<file path="config.mk">
export PLATFORM = sky130hd
export DESIGN_NAME = pc_sequencer
export DESIGN_NICKNAME = d
export VERILOG_FILES = /design/src/rtl/pc_sequencer.sv
export SDC_FILE = /design/constraint.sdc
export NUM_CORES = 1
export LEC_CHECK = 0
export CAP_MARGIN = 20
export CORE_MARGIN = 5
export CORE_UTILIZATION = 46
export CTS_CLUSTER_SIZE = 10
export DETAILED_ROUTE_END_ITERATION = 6
export HOLD_SLACK_MARGIN = 0.06
export PLACE_DENSITY = 0.75
export SLEW_MARGIN = 20
export SYNTH_ARGS = -nofsm -noshare
export SYNTH_HDL_FRONTEND = slang
export SYNTH_SLANG_ARGS = --single-unit
</file>
<file path="constraint.sdc">
create_clock -name clk -period 2.5 [get_ports clk]
set_input_delay 0.375 -clock clk [delete_from_list [all_inputs] [get_ports clk]]
set_output_delay 0.375 -clock clk [all_outputs]
set_load 0.05 [all_outputs]
</file>
<file path="src/rtl/pc_sequencer.sv">
// Registered program-counter sequencer for one TinyGPU core: stall/enable gating,
// call/return through a small return-address stack, halt, restart and sticky faults.
module pc_sequencer #(
    parameter int PC_WIDTH    = 8,
    parameter int STACK_DEPTH = 4,
    parameter int RESET_PC    = 0,
    parameter int PC_INC      = 1
) (
    input  logic                                 clk,
    input  logic                                 rst_n,
    input  logic                                 Restart,
    input  logic                                 Enable,
    input  logic                                 Stall,
    input  logic                                 Halt,
    input  logic                                 Branch,
    input  logic [PC_WIDTH-1:0]                  BranchTarget,
    input  logic                                 Call,
    input  logic [PC_WIDTH-1:0]                  CallTarget,
    input  logic                                 Ret,
    output logic [PC_WIDTH-1:0]                  PC,
    output logic [PC_WIDTH-1:0]                  NextPC,
    output logic                                 Halted,
    output logic                                 Fault,
    output logic                                 StackOverflow,
    output logic                                 StackUnderflow,
    output logic [$clog2(STACK_DEPTH+1)-1:0]     StackCount
);

    localparam int CNT_W = $clog2(STACK_DEPTH + 1);
    localparam int IDX_W = (STACK_DEPTH > 1) ? $clog2(STACK_DEPTH) : 1;
    // Storage is rounded up to a power of two so every index value is in range.
    localparam int SLOTS = 1 << IDX_W;

    localparam logic [PC_WIDTH-1:0] PC_START = PC_WIDTH'(RESET_PC);
    localparam logic [PC_WIDTH-1:0] PC_STEP  = PC_WIDTH'(PC_INC);
    localparam logic [CNT_W-1:0]    CNT_ONE  = CNT_W'(1);
    localparam logic [CNT_W-1:0]    CNT_FULL = CNT_W'(STACK_DEPTH);

    typedef enum logic [1:0] {
        ST_RUN,
        ST_HALTED,
        ST_FAULT
    } state_t;

    state_t              state, state_next;
    logic [PC_WIDTH-1:0] pc_q, pc_next, pc_plus;
    logic [CNT_W-1:0]    count_q, count_next;
    logic                overflow_q, overflow_next;
    logic                underflow_q, underflow_next;
    logic                advance, push, stack_full, stack_empty;
    logic [IDX_W-1:0]    push_idx, top_idx;
    logic [PC_WIDTH-1:0] stack_mem [SLOTS];

    assign pc_plus     = pc_q + PC_STEP;
    assign stack_full  = (count_q == CNT_FULL);
    assign stack_empty = (count_q == '0);
    assign push_idx    = IDX_W'(count_q);
    assign top_idx     = IDX_W'(count_q - CNT_ONE);
    assign advance     = (state == ST_RUN) && Enable && !Stall && !Restart;

    always_ff @(posedge clk or negedge rst_n) begin
        if (!rst_n) begin
            state       <= ST_RUN;
            pc_q        <= PC_START;
            count_q     <= '0;
            overflow_q  <= 1'b0;
            underflow_q <= 1'b0;
        end else begin
            state       <= state_next;
            pc_q        <= pc_next;
            count_q     <= count_next;
            overflow_q  <= overflow_next;
            underflow_q <= underflow_next;
        end
    end

    // Stack contents need no reset; only the count decides which entries are live.
    always_ff @(posedge clk) begin
        if (push) begin
            stack_mem[push_idx] <= pc_plus;
        end
    end

    always_comb begin
        state_next     = state;
        pc_next        = pc_q;
        count_next     = count_q;
        overflow_next  = overflow_q;
        underflow_next = underflow_q;
        push           = 1'b0;

        if (Restart) begin
            state_next     = ST_RUN;
            pc_next        = PC_START;
            count_next     = '0;
            overflow_next  = 1'b0;
            underflow_next = 1'b0;
        end else if (advance) begin
            if (Halt) begin
                state_next = ST_HALTED;
            end else if (Ret) begin
                if (stack_empty) begin
                    underflow_next = 1'b1;
                    state_next     = ST_FAULT;
                end else begin
                    pc_next    = stack_mem[top_idx];
                    count_next = count_q - CNT_ONE;
                end
            end else if (Call) begin
                if (stack_full) begin
                    overflow_next = 1'b1;
                    state_next    = ST_FAULT;
                end else begin
                    push       = 1'b1;
                    pc_next    = CallTarget;
                    count_next = count_q + CNT_ONE;
                end
            end else if (Branch) begin
                pc_next = BranchTarget;
            end else begin
                pc_next = pc_plus;
            end
        end
    end

    always_comb begin
        PC             = pc_q;
        NextPC         = pc_next;
        Halted         = (state == ST_HALTED);
        Fault          = (state == ST_FAULT);
        StackOverflow  = overflow_q;
        StackUnderflow = underflow_q;
        StackCount     = count_q;
    end

endmodule

</file>
==> flow_summary.yaml, run 1 <==
run_status:
  status: "complete, but fails checks"
  failing_checks: "setup timing"
clocking:
  cts.sink_count: 47
  clk_pin_slew_ns: 0.10
  cts_buffer_depth: 2
  clock_tree.root_cell: "sky130_fd_sc_hd__clkbuf_8"
  hold_bufs_inserted_after_cts: 0
  htree_levels: 2
  tritoncts.num_buffers: 5
  clock_tree_from_tritoncts: "done"
  clock_insertion_delay_worst_skew_ns: 0.30
die:
  fp.dieW_um: 82.5
  initial_core_util_pct: 47.3
  pin_count: 48
  floorplan.core_area_um2: 5110
  floorplan.rows: 26
  dieArea_um2: 6800
  floorplan.die.height_um: 82.5
finish:
  layout.cells.most_common: "sky130_fd_sc_hd__clkdlybuf4s50_1"
  num_antenna_cells: 0
  most_frequent_cells_in_the_layout: "37 x sky130_fd_sc_hd__clkdlybuf4s50_1, 32 x sky130_fd_sc_hd__edfxtp_1, 25 x sky130_fd_sc_hd__buf_4"
  fillerInstances: 350
  layout.nets: 300
  final_design_area_no_fill_um2: 3640
  finalNonFillerCells: 340
  syn2layout_area_growth_pct: 50.6
  share_of_final_layout_standard_cells_stronger_than_drive_strength_1_pct: 33.7
route:
  route.final.wire_length_mm: 6.41
  firstDrtPassIters: 4
  wirelength_met1_mm: 2.74
  number_of_nets_with_antenna_violations_after_routing: 0
  met2RoutedLength_mm: 3.25
  routed-wl-met3_um: 339
  dr_vias_cell: 5.60
  detail_route.iter0.violations: 93
  detail_route.drc_violations: 0
  top_layer_used: "met4"
  route.detailed.wl_per_inst_um: 18.8
  num_vias: 1903
global_route:
  grt.overflow.total: 0
  antenna_violations_before_repair: 0
  grt_max_degree: 17
  first_global_vias: 1989
  grt_use_total_pct: 20.3
  grt_first_pass_wirelength_mm: 10.1
critical_path:
  cp.depth: 5
  cpLargestDelayFamily: "simple AND/OR/NAND/NOR gates"
  timing.critical_path.arrival_ns: 2.34
  timing.critical_path.slowest_cell_delay_ns: 0.44
  worst-path-max-fanout: 2
  worst_setup_path_end_kind: "primary output"
  worst_r2r_path_depth: 5
  path_cells: "or3b_4, or4_4, a311o_1, o31ai_4, buf_12"
  critical_path_class: "flip-flop to primary output"
  cp_buf_inv_count: 1
  critical_path_launch_point_type: "flip-flop"
  cpMaxStageDelayCell: "sky130_fd_sc_hd__or4_4"
  worstPathRequired_ns: 2.12
sta:
  layout_worst_path_cycle_share_pct: 108
  final-setup-viol-count: 8
  slew_headroom_pct: 48.5
  clock-skew-final_ns: 0.00925
  grt_setup_unrepaired: "yes"
  final_period_minus_worst_setup_slack_ns: 2.71
  final.setup.tns_ns: -0.870
  final-hold-violation-count: 0
  timing.final.ws_setup_ns: -0.211
  max_clock_freq_mhz: 369
  slew_violations: 0
  worst_slew_pin_slew_ns: 0.770
place:
  placement.io_buffers: 47
  detailed_place_hpwl_mm: 4.59
  preCtsSetupSlack_ns: -0.351
  placed_cell_area_um2: 3320
  placed_cells_incl_taps: 324
  finalWeightedCongestion: 0.801
logic_synthesis:
  mappedNetlistNets: 221
  synth_flop_cell: "sky130_fd_sc_hd__edfxtp_1"
  synthCells: 190
  synth_warnings: 0
  synth_edf_count: 32
  synthTopCellsByArea: "sky130_fd_sc_hd__edfxtp_1 40%, sky130_fd_sc_hd__dfrtp_1 16%, sky130_fd_sc_hd__mux4_2 7.5%"
  ys_ff_latch: 47
  yosys.cell_types.count: 44
  post-synth-top-area-cell: "sky130_fd_sc_hd__edfxtp_1"
  synth_top_area_share_pct: 39.8
  postSynth.asyncResetShare_pct: 31.9
  synth.yosys.seq_area_share_pct: 55.3
  postSynthAreaPerCell_um2: 12.7
  netlist_area_um2: 2410
flow_run:
  max_cap_violations: 0
min_path:
  hold_path_stages: 1
  holdCritPathClass: "flip-flop to flip-flop"
power:
  vdd_drop_max_uv: 351
  power_per_cell_area_nw_per_um2: 474
  power.static_leakage_uw: 0.00130
where the power goes:
part | switching [uW] | total (uW) | internal, uW
Sequential | 16.5 | 856 | 840
Clock | 266 | 568 | 301
Combinational | 160 | 299 | 139
cells in the mapped netlist, types with 3 or more instances:
master                      n
sky130_fd_sc_hd__a21oi_1    8
sky130_fd_sc_hd__a31oi_1    6
sky130_fd_sc_hd__and2_1     4
sky130_fd_sc_hd__clkbuf_1   5
sky130_fd_sc_hd__dfrtp_1   15
sky130_fd_sc_hd__edfxtp_1  32
sky130_fd_sc_hd__ha_1       6
sky130_fd_sc_hd__inv_1      7
sky130_fd_sc_hd__mux2_2     6
sky130_fd_sc_hd__mux2i_1    3
sky130_fd_sc_hd__mux4_2     8
sky130_fd_sc_hd__nand2_1    9
sky130_fd_sc_hd__nand2b_1   5
sky130_fd_sc_hd__nand3_1    7
sky130_fd_sc_hd__nor2_1     9
sky130_fd_sc_hd__nor2b_1    3
sky130_fd_sc_hd__nor3_1     4
sky130_fd_sc_hd__o211ai_1   3
sky130_fd_sc_hd__o21a_1     3
sky130_fd_sc_hd__o21ai_0    7
sky130_fd_sc_hd__o221ai_1   6
sky130_fd_sc_hd__xnor2_1    3
sequential cells by signal, indices dropped and copies added, names as in the netlist:
name            count
PC                  8
StackCount          3
StackOverflow       1
StackUnderflow      1
stack_mem          32
state               2
path summary, 6_finish.rpt:
kind | from | end | slack [ns]
worst min register to register | StackOverflow$_DFFE_PN0P_ | StackOverflow$_DFFE_PN0P_ | 0.51
max in group asynchronous | rst_n | StackCount[0]$_DFFE_PN0P_ | 1.45
worst min-delay path | StackOverflow$_DFFE_PN0P_ | StackOverflow$_DFFE_PN0P_ | 0.51
worst max register to register | state[1]$_DFFE_PN0P_ | stack_mem[3][2]$_DFFE_PP_ | 0.41
min in group asynchronous | rst_n | StackOverflow$_DFFE_PN0P_ | 0.52
worst max-delay path | state[1]$_DFFE_PN0P_ | NextPC[7] | -0.21
cell families after synthesis:
logic type	Yosys count	share of synthesized area, %
mux	17	11.5
fa+ha+maj	6	3.11
flops	47	55.3
simple gates	56	12.8
buf+inv	16	2.54
compound gates	43	12.9
xor+xnor	5	1.81
layout make-up:
| cell class | instances | area [um2] | area share, % |
|---|---|---|---|
| Sequential cell | 47 | 1340 | 36.8 |
| Tap cell | 70 | 87.6 | 2.41 |
| Inverter | 8 | 35.0 | 0.963 |
| Multi-Input combinational cell | 127 | 1240 | 34.2 |
| Clock inverter | 3 | 46.3 | 1.27 |
| Timing Repair Buffer | 80 | 817 | 22.5 |
| Clock buffer | 5 | 68.8 | 1.89 |
what timing repair did:
item / CTS / global route
pin swaps: 5 / 2
setup buffers: 5 / 3
resized for setup: 25 / 2
hold endpoints to repair: 0 / 0
endpoints found under the setup margin: 8 / 8
metal layers:
layer | up-vias | GRT usage (%)
li1 | 903 | -
met1 | 940 | 27.2
met2 | 54 | 33.9
met3 | 6 | 3.47
met4 | 0 | 5.98
met5 | - | 0
per-stage QoR:
stage               total power (uW)  hold slack, ns  utilization [%]
floorplan                       1020          0.0794                -
detailed placement              1140           0.482             65.0
global placement                1140           0.477             65.0
global route                    1790           0.536             71.2
CTS                             1730           0.504             70.5
finish                          1720           0.513             71.2
worst register-to-register path, stage by stage (launching register included):
cell,delay [ns]
sky130_fd_sc_hd__dfrtp_1,0.39
sky130_fd_sc_hd__or3b_4,0.41
sky130_fd_sc_hd__or4_4,0.44
sky130_fd_sc_hd__nor2_1,0.22
sky130_fd_sc_hd__and2_1,0.22
sky130_fd_sc_hd__buf_12,0.14
No activity file was read; power rests on OpenSTA's default activity.
==> run 2, diff against run 1 <==
--- a/config.mk
+++ b/config.mk
@@ -12,6 +12,7 @@
 export DETAILED_ROUTE_END_ITERATION = 6
 export HOLD_SLACK_MARGIN = 0.06
 export PLACE_DENSITY = 0.75
+export SETUP_SLACK_MARGIN = 0.4
 export SLEW_MARGIN = 20
 export SYNTH_ARGS = -nofsm -noshare
 export SYNTH_HDL_FRONTEND = slang
==> flow_summary.yaml, run 2 (synthesis gave the netlist of run 1 again) <==
die:
  fp.dieW_um: 82.5
  floorplan.rows: 26
  floorplan.core_area_um2: 5110
  floorplan.die.height_um: 82.5
  initial_core_util_pct: 47.3
  pin_count: 48
  dieArea_um2: 6800
global_route:
  grt_use_total_pct: 19.6
  first_global_vias: 1927
  grt_first_pass_wirelength_mm: 9.74
  antenna_violations_before_repair: 0
  grt.overflow.total: 0
  grt_max_degree: 17
sta:
  slew_headroom_pct: 47.7
  final_period_minus_worst_setup_slack_ns: 2.70
  grt_setup_unrepaired: "yes"
  timing.final.ws_setup_ns: -0.200
  slew_violations: 0
  final-hold-violation-count: 0
  max_clock_freq_mhz: 370
  final-setup-viol-count: 8
  clock-skew-final_ns: 0.0176
  layout_worst_path_cycle_share_pct: 108
  worst_slew_pin_slew_ns: 0.782
flow_run:
  max_cap_violations: 0
critical_path:
  timing.critical_path.arrival_ns: 2.32
  setup.reg_to_reg.worst_slack_ns: 0.48
  worstPathRequired_ns: 2.12
  cpMaxStageDelayCell: "sky130_fd_sc_hd__or4_4"
  path_cells: "or3b_4, or4_4, a311o_1, o31ai_4, buf_12"
  cp_buf_inv_count: 1
  worst_setup_path_end_kind: "primary output"
  worst-path-max-fanout: 2
  cpLargestDelayFamily: "simple AND/OR/NAND/NOR gates"
  critical_path_launch_point_type: "flip-flop"
  timing.critical_path.slowest_cell_delay_ns: 0.43
  critical_path_class: "flip-flop to primary output"
power:
  vdd_drop_max_uv: 344
  power.share.switching_pct: 25.9
  share_seq_of_total_power_pct: 49.4
  net-switching-power_uw: 449
  clock_power_share_pct: 33.1
  power_per_cell_area_nw_per_um2: 472
  internal_power_uw: 1290
  power.static_leakage_uw: 0.00136
  power_frac_comb_pct: 17.5
route:
  route.final.wire_length_mm: 6.28
  num_vias: 1904
  detail_route.iter0.violations: 96
  detail_route.drc_violations: 0
  firstDrtPassIters: 4
  dr_vias_cell: 5.65
  route.detailed.wl_per_inst_um: 18.6
  number_of_nets_with_antenna_violations_after_routing: 0
clocking:
  clock_tree_from_tritoncts: "done"
  cts.sink_count: 47
  tritoncts.num_buffers: 5
  clock_tree.root_cell: "sky130_fd_sc_hd__clkbuf_8"
  hold_bufs_inserted_after_cts: 0
  htree_levels: 2
  clock_insertion_delay_worst_skew_ns: 0.31
  cts_buffer_depth: 2
  clk_pin_slew_ns: 0.10
place:
  preCtsSetupSlack_ns: -0.369
  finalWeightedCongestion: 0.812
  placement.io_buffers: 47
  detailed_place_hpwl_mm: 4.64
finish:
  post-route-util_pct: 72.0
  num_antenna_cells: 0
  max_flop_register: "stack_mem"
  most_frequent_cells_in_the_layout: "32 x sky130_fd_sc_hd__edfxtp_1, 31 x sky130_fd_sc_hd__clkdlybuf4s50_1, 22 x sky130_fd_sc_hd__buf_4"
  layout.cells.most_common: "sky130_fd_sc_hd__edfxtp_1"
  syn2layout_area_growth_pct: 52.2
  share_of_final_layout_standard_cells_stronger_than_drive_strength_1_pct: 35.2
  fillerInstances: 350
  footprint_of_the_multi_input_gates_um2: 1240
  regArea_um2: 1340
  largest_reg_flops: 32
  layout.nets: 297
min_path:
  holdCritPathClass: "input pin to asynchronous set/reset pin"
run_status:
  status: "complete, but fails checks"
  failing_checks: "setup timing"
## run 2: power by group through the flow
stage	Combinational, uW	Clock, uW	Sequential (uW)
4_1_cts	299	586	857
2_1_floorplan	135	0	892
3_5_place_dp	289	0	872
5_1_grt	323	621	859
6_report	304	575	857
3_3_place_gp	285	0	872
## run 2: worst paths after layout
kind	start	to	depth (start not counted)
min in group clk	StackOverflow$_DFFE_PN0P_	StackOverflow$_DFFE_PN0P_	1
hold / removal	rst_n	PC[1]$_DFF_PN0_	1
setup reg to reg	state[1]$_DFFE_PN0P_	StackCount[2]$_DFFE_PN0P_	8
hold reg to reg	StackOverflow$_DFFE_PN0P_	StackOverflow$_DFFE_PN0P_	1
setup / recovery	state[1]$_DFFE_PN0P_	NextPC[7]	5
max in group asynchronous	rst_n	PC[2]$_DFF_PN0_	1
## run 2: stage by stage
stage               std cells  hold WS, ns  cell area (um2)  total power, uW  TNS (ns)
finish                    337        0.516             3680             1740     -1.10
global route              337        0.528             3680             1800     -1.82
CTS                       333        0.519             3630             1740     -1.19
detailed placement        324        0.496             3420             1160     -3.15
global placement          324        0.475             3420             1160     -3.18
floorplan                 190       0.0794             2590             1030   -0.0408
## run 2: area by class of cell
type                            count  area share (%)
Clock buffer                        5            1.87
Clock inverter                      3            1.29
Inverter                            8           0.953
Multi-Input combinational cell    127            33.8
Sequential cell                    47            36.6
Tap cell                           70            2.38
Timing Repair Buffer               77            23.1
## run 2: timing repair
item | 4_1_cts | 5_1_grt
buffers inserted | 1 | 4
gates resized for setup | 19 | 6
setup endpoints to repair | 44 | 43
pin swaps | 5 | 0
gates cloned | 0 | 0
## run 2: worst register-to-register path, stage by stage, from the launching register on
cell and delay, ns:
sky130_fd_sc_hd__dfrtp_1 0.40, sky130_fd_sc_hd__buf_4 0.13, sky130_fd_sc_hd__buf_4 0.13, sky130_fd_sc_hd__nor3b_1 0.20, sky130_fd_sc_hd__buf_4 0.16, sky130_fd_sc_hd__nand2_1 0.10
sky130_fd_sc_hd__buf_4 0.18, sky130_fd_sc_hd__or4_1 0.52, sky130_fd_sc_hd__a21oi_2 0.15
## run 2: layer usage
metal,up-vias,global-route usage (%),routed length (um)
met1,953,25.4,2720
met2,47,33.4,3120
met5,-,0,0
met4,0,6.64,106
met3,10,3.25,331
li1,894,-,-
==> run 3, diff against run 2 <==
==> constraint.sdc (replaced) <==
create_clock -name clk -period 2.5 [get_ports clk]
set_input_delay 0.375 -clock clk [delete_from_list [all_inputs] [get_ports clk]]
set_output_delay 0.375 -clock clk [all_outputs]
set_load 0.01 [all_outputs]
==> flow_summary.yaml, run 3 (synthesis gave the netlist of run 1 again) <==
run_status:
  status: "complete, but fails checks"
  failing_checks: "setup timing"
critical_path:
  worst-path-max-fanout: 5
  crit_top_cell: "sky130_fd_sc_hd__buf_6"
  timing.critical_path.slowest_cell_delay_ns: 0.39
  critical_path_launch_point_type: "flip-flop"
  critical_path_class: "flip-flop to primary output"
  timing.critical_path.arrival_ns: 2.41
  path_cells: "or3b_4, buf_6, buf_6, a2111oi_4, buf_4, buf_6, buf_6, o221ai_2, a31oi_1, buf_2"
  worstPathRequired_ns: 2.12
  worst_setup_path_end_kind: "primary output"
  cpMaxStageDelayCell: "sky130_fd_sc_hd__dfrtp_1"
sta:
  final.setup.tns_ns: -1.74
  clock-skew-final_ns: 0.0130
  timing.final.ws_setup_ns: -0.290
  worst_slew_pin_slew_ns: 0.787
  grt_setup_unrepaired: "yes"
  slew_headroom_pct: 47.3
  final-setup-viol-count: 9
  max_clock_freq_mhz: 358
  final_period_minus_worst_setup_slack_ns: 2.79
  slew_violations: 0
  whs_ns: 0.518
  final-hold-violation-count: 0
  layout_worst_path_cycle_share_pct: 112
place:
  placement.io_buffers: 47
  placed_cells_incl_taps: 339
  placed_cell_area_um2: 3290
  detailed_place_hpwl_mm: 4.62
  finalWeightedCongestion: 0.811
global_route:
  grt_first_pass_wirelength_mm: 10.2
  antenna_violations_before_repair: 0
  grt.overflow.total: 0
  grt_use_total_pct: 20.6
  grt_max_degree: 17
  first_global_vias: 2033
clocking:
  clock_tree_from_tritoncts: "done"
  clk_pin_slew_ns: 0.10
  cts_buffer_depth: 2
  clock_insertion_delay_worst_skew_ns: 0.31
  hold_bufs_inserted_after_cts: 0
  cts.sink_count: 47
  clock_tree.root_cell: "sky130_fd_sc_hd__clkbuf_8"
  tritoncts.num_buffers: 5
  htree_levels: 2
power:
  power_per_cell_area_nw_per_um2: 469
  power.static_leakage_uw: 0.00141
  vdd_drop_max_uv: 358
finish:
  largest_reg_flops: 32
  syn2layout_area_growth_pct: 48.9
  num_antenna_cells: 0
  max_flop_register: "stack_mem"
  layout.cells.most_common: "sky130_fd_sc_hd__buf_4"
  finalNonFillerCells: 367
  most_frequent_cells_in_the_layout: "53 x sky130_fd_sc_hd__buf_4, 37 x sky130_fd_sc_hd__clkdlybuf4s50_1, 32 x sky130_fd_sc_hd__edfxtp_1"
  final_design_area_no_fill_um2: 3590
  share_of_final_layout_standard_cells_stronger_than_drive_strength_1_pct: 38.4
  post-route-util_pct: 70.4
  layout.nets: 327
die:
  initial_core_util_pct: 47.3
  pin_count: 48
  floorplan.rows: 26
  floorplan.die.height_um: 82.5
  fp.dieW_um: 82.5
  dieArea_um2: 6800
  floorplan.core_area_um2: 5110
route:
  detail_route.iter0.violations: 152
  num_vias: 2082
  route.final.wire_length_mm: 6.87
  number_of_nets_with_antenna_violations_after_routing: 0
  detail_route.drc_violations: 0
  dr_vias_cell: 5.67
  firstDrtPassIters: 4
  route.detailed.wl_per_inst_um: 18.7
flow_run:
  max_cap_violations: 0
min_path:
  holdCritPathClass: "input pin to asynchronous set/reset pin"
## run 3: what timing repair did
item,CTS,global route
setup buffers,16,4
setup endpoints to repair,40,42
resized for setup,42,10
pin swaps,6,4
## run 3: power breakdown
| group | internal (uW) | switching, uW |
|---|---|---|
| clock network | 303 | 273 |
| logic | 141 | 119 |
| registers | 840 | 10.8 |
## run 3: worst paths after layout
kind                                                 start                          to  slack, ns  cells past startpoint
worst max-delay path                  state[1]$_DFFE_PN0P_                   NextPC[4]      -0.29                     10
worst min-delay path                                 rst_n   StackCount[1]$_DFFE_PN0P_       0.52                      1
worst max register to register        state[1]$_DFFE_PN0P_             PC[2]$_DFF_PN0_      -0.24                     17
worst min register to register  StackUnderflow$_DFFE_PN0P_  StackUnderflow$_DFFE_PN0P_       0.53                      2
max in group asynchronous                            rst_n   StackCount[0]$_DFFE_PN0P_       1.45                      1
min in group clk                StackUnderflow$_DFFE_PN0P_  StackUnderflow$_DFFE_PN0P_       0.53                      2
## run 3: layer usage
| metal | global-route usage [%] | vias up | wire [um] |
|---|---|---|---|
| li1 | - | 952 | - |
| met1 | 27.0 | 1037 | 2870 |
| met2 | 33.9 | 82 | 3470 |
| met3 | 4.23 | 11 | 439 |
| met4 | 6.98 | 0 | 90 |
| met5 | 0 | - | 0 |
## run 3: critical path, delay by kind of cell, from the launching register on
family | cells | cell delay [ns]
AO/OA/AOI/OAI | 3 | 0.51
buffers and inverters | 6 | 0.82
flip-flops | 1 | 0.39
AND/OR/NAND/NOR | 1 | 0.38
## run 3: stage by stage
step | setup slack (ns) | total power (uW)
global placement | -0.628 | 1090
CTS | -0.240 | 1690
floorplan | 0.369 | 971
detailed placement | -0.661 | 1100
finish | -0.290 | 1690
global route | -0.372 | 1750
## run 3: layout make-up
class / instances / area (um2)
fill: 351 / 1510
sequential: 47 / 1340
multi-input combinational: 127 / 1120
timing repair buffer: 107 / 905
tap: 70 / 87.6
clock buffer: 5 / 68.8
clock inverter: 3 / 47.5
inverter: 8 / 30.0
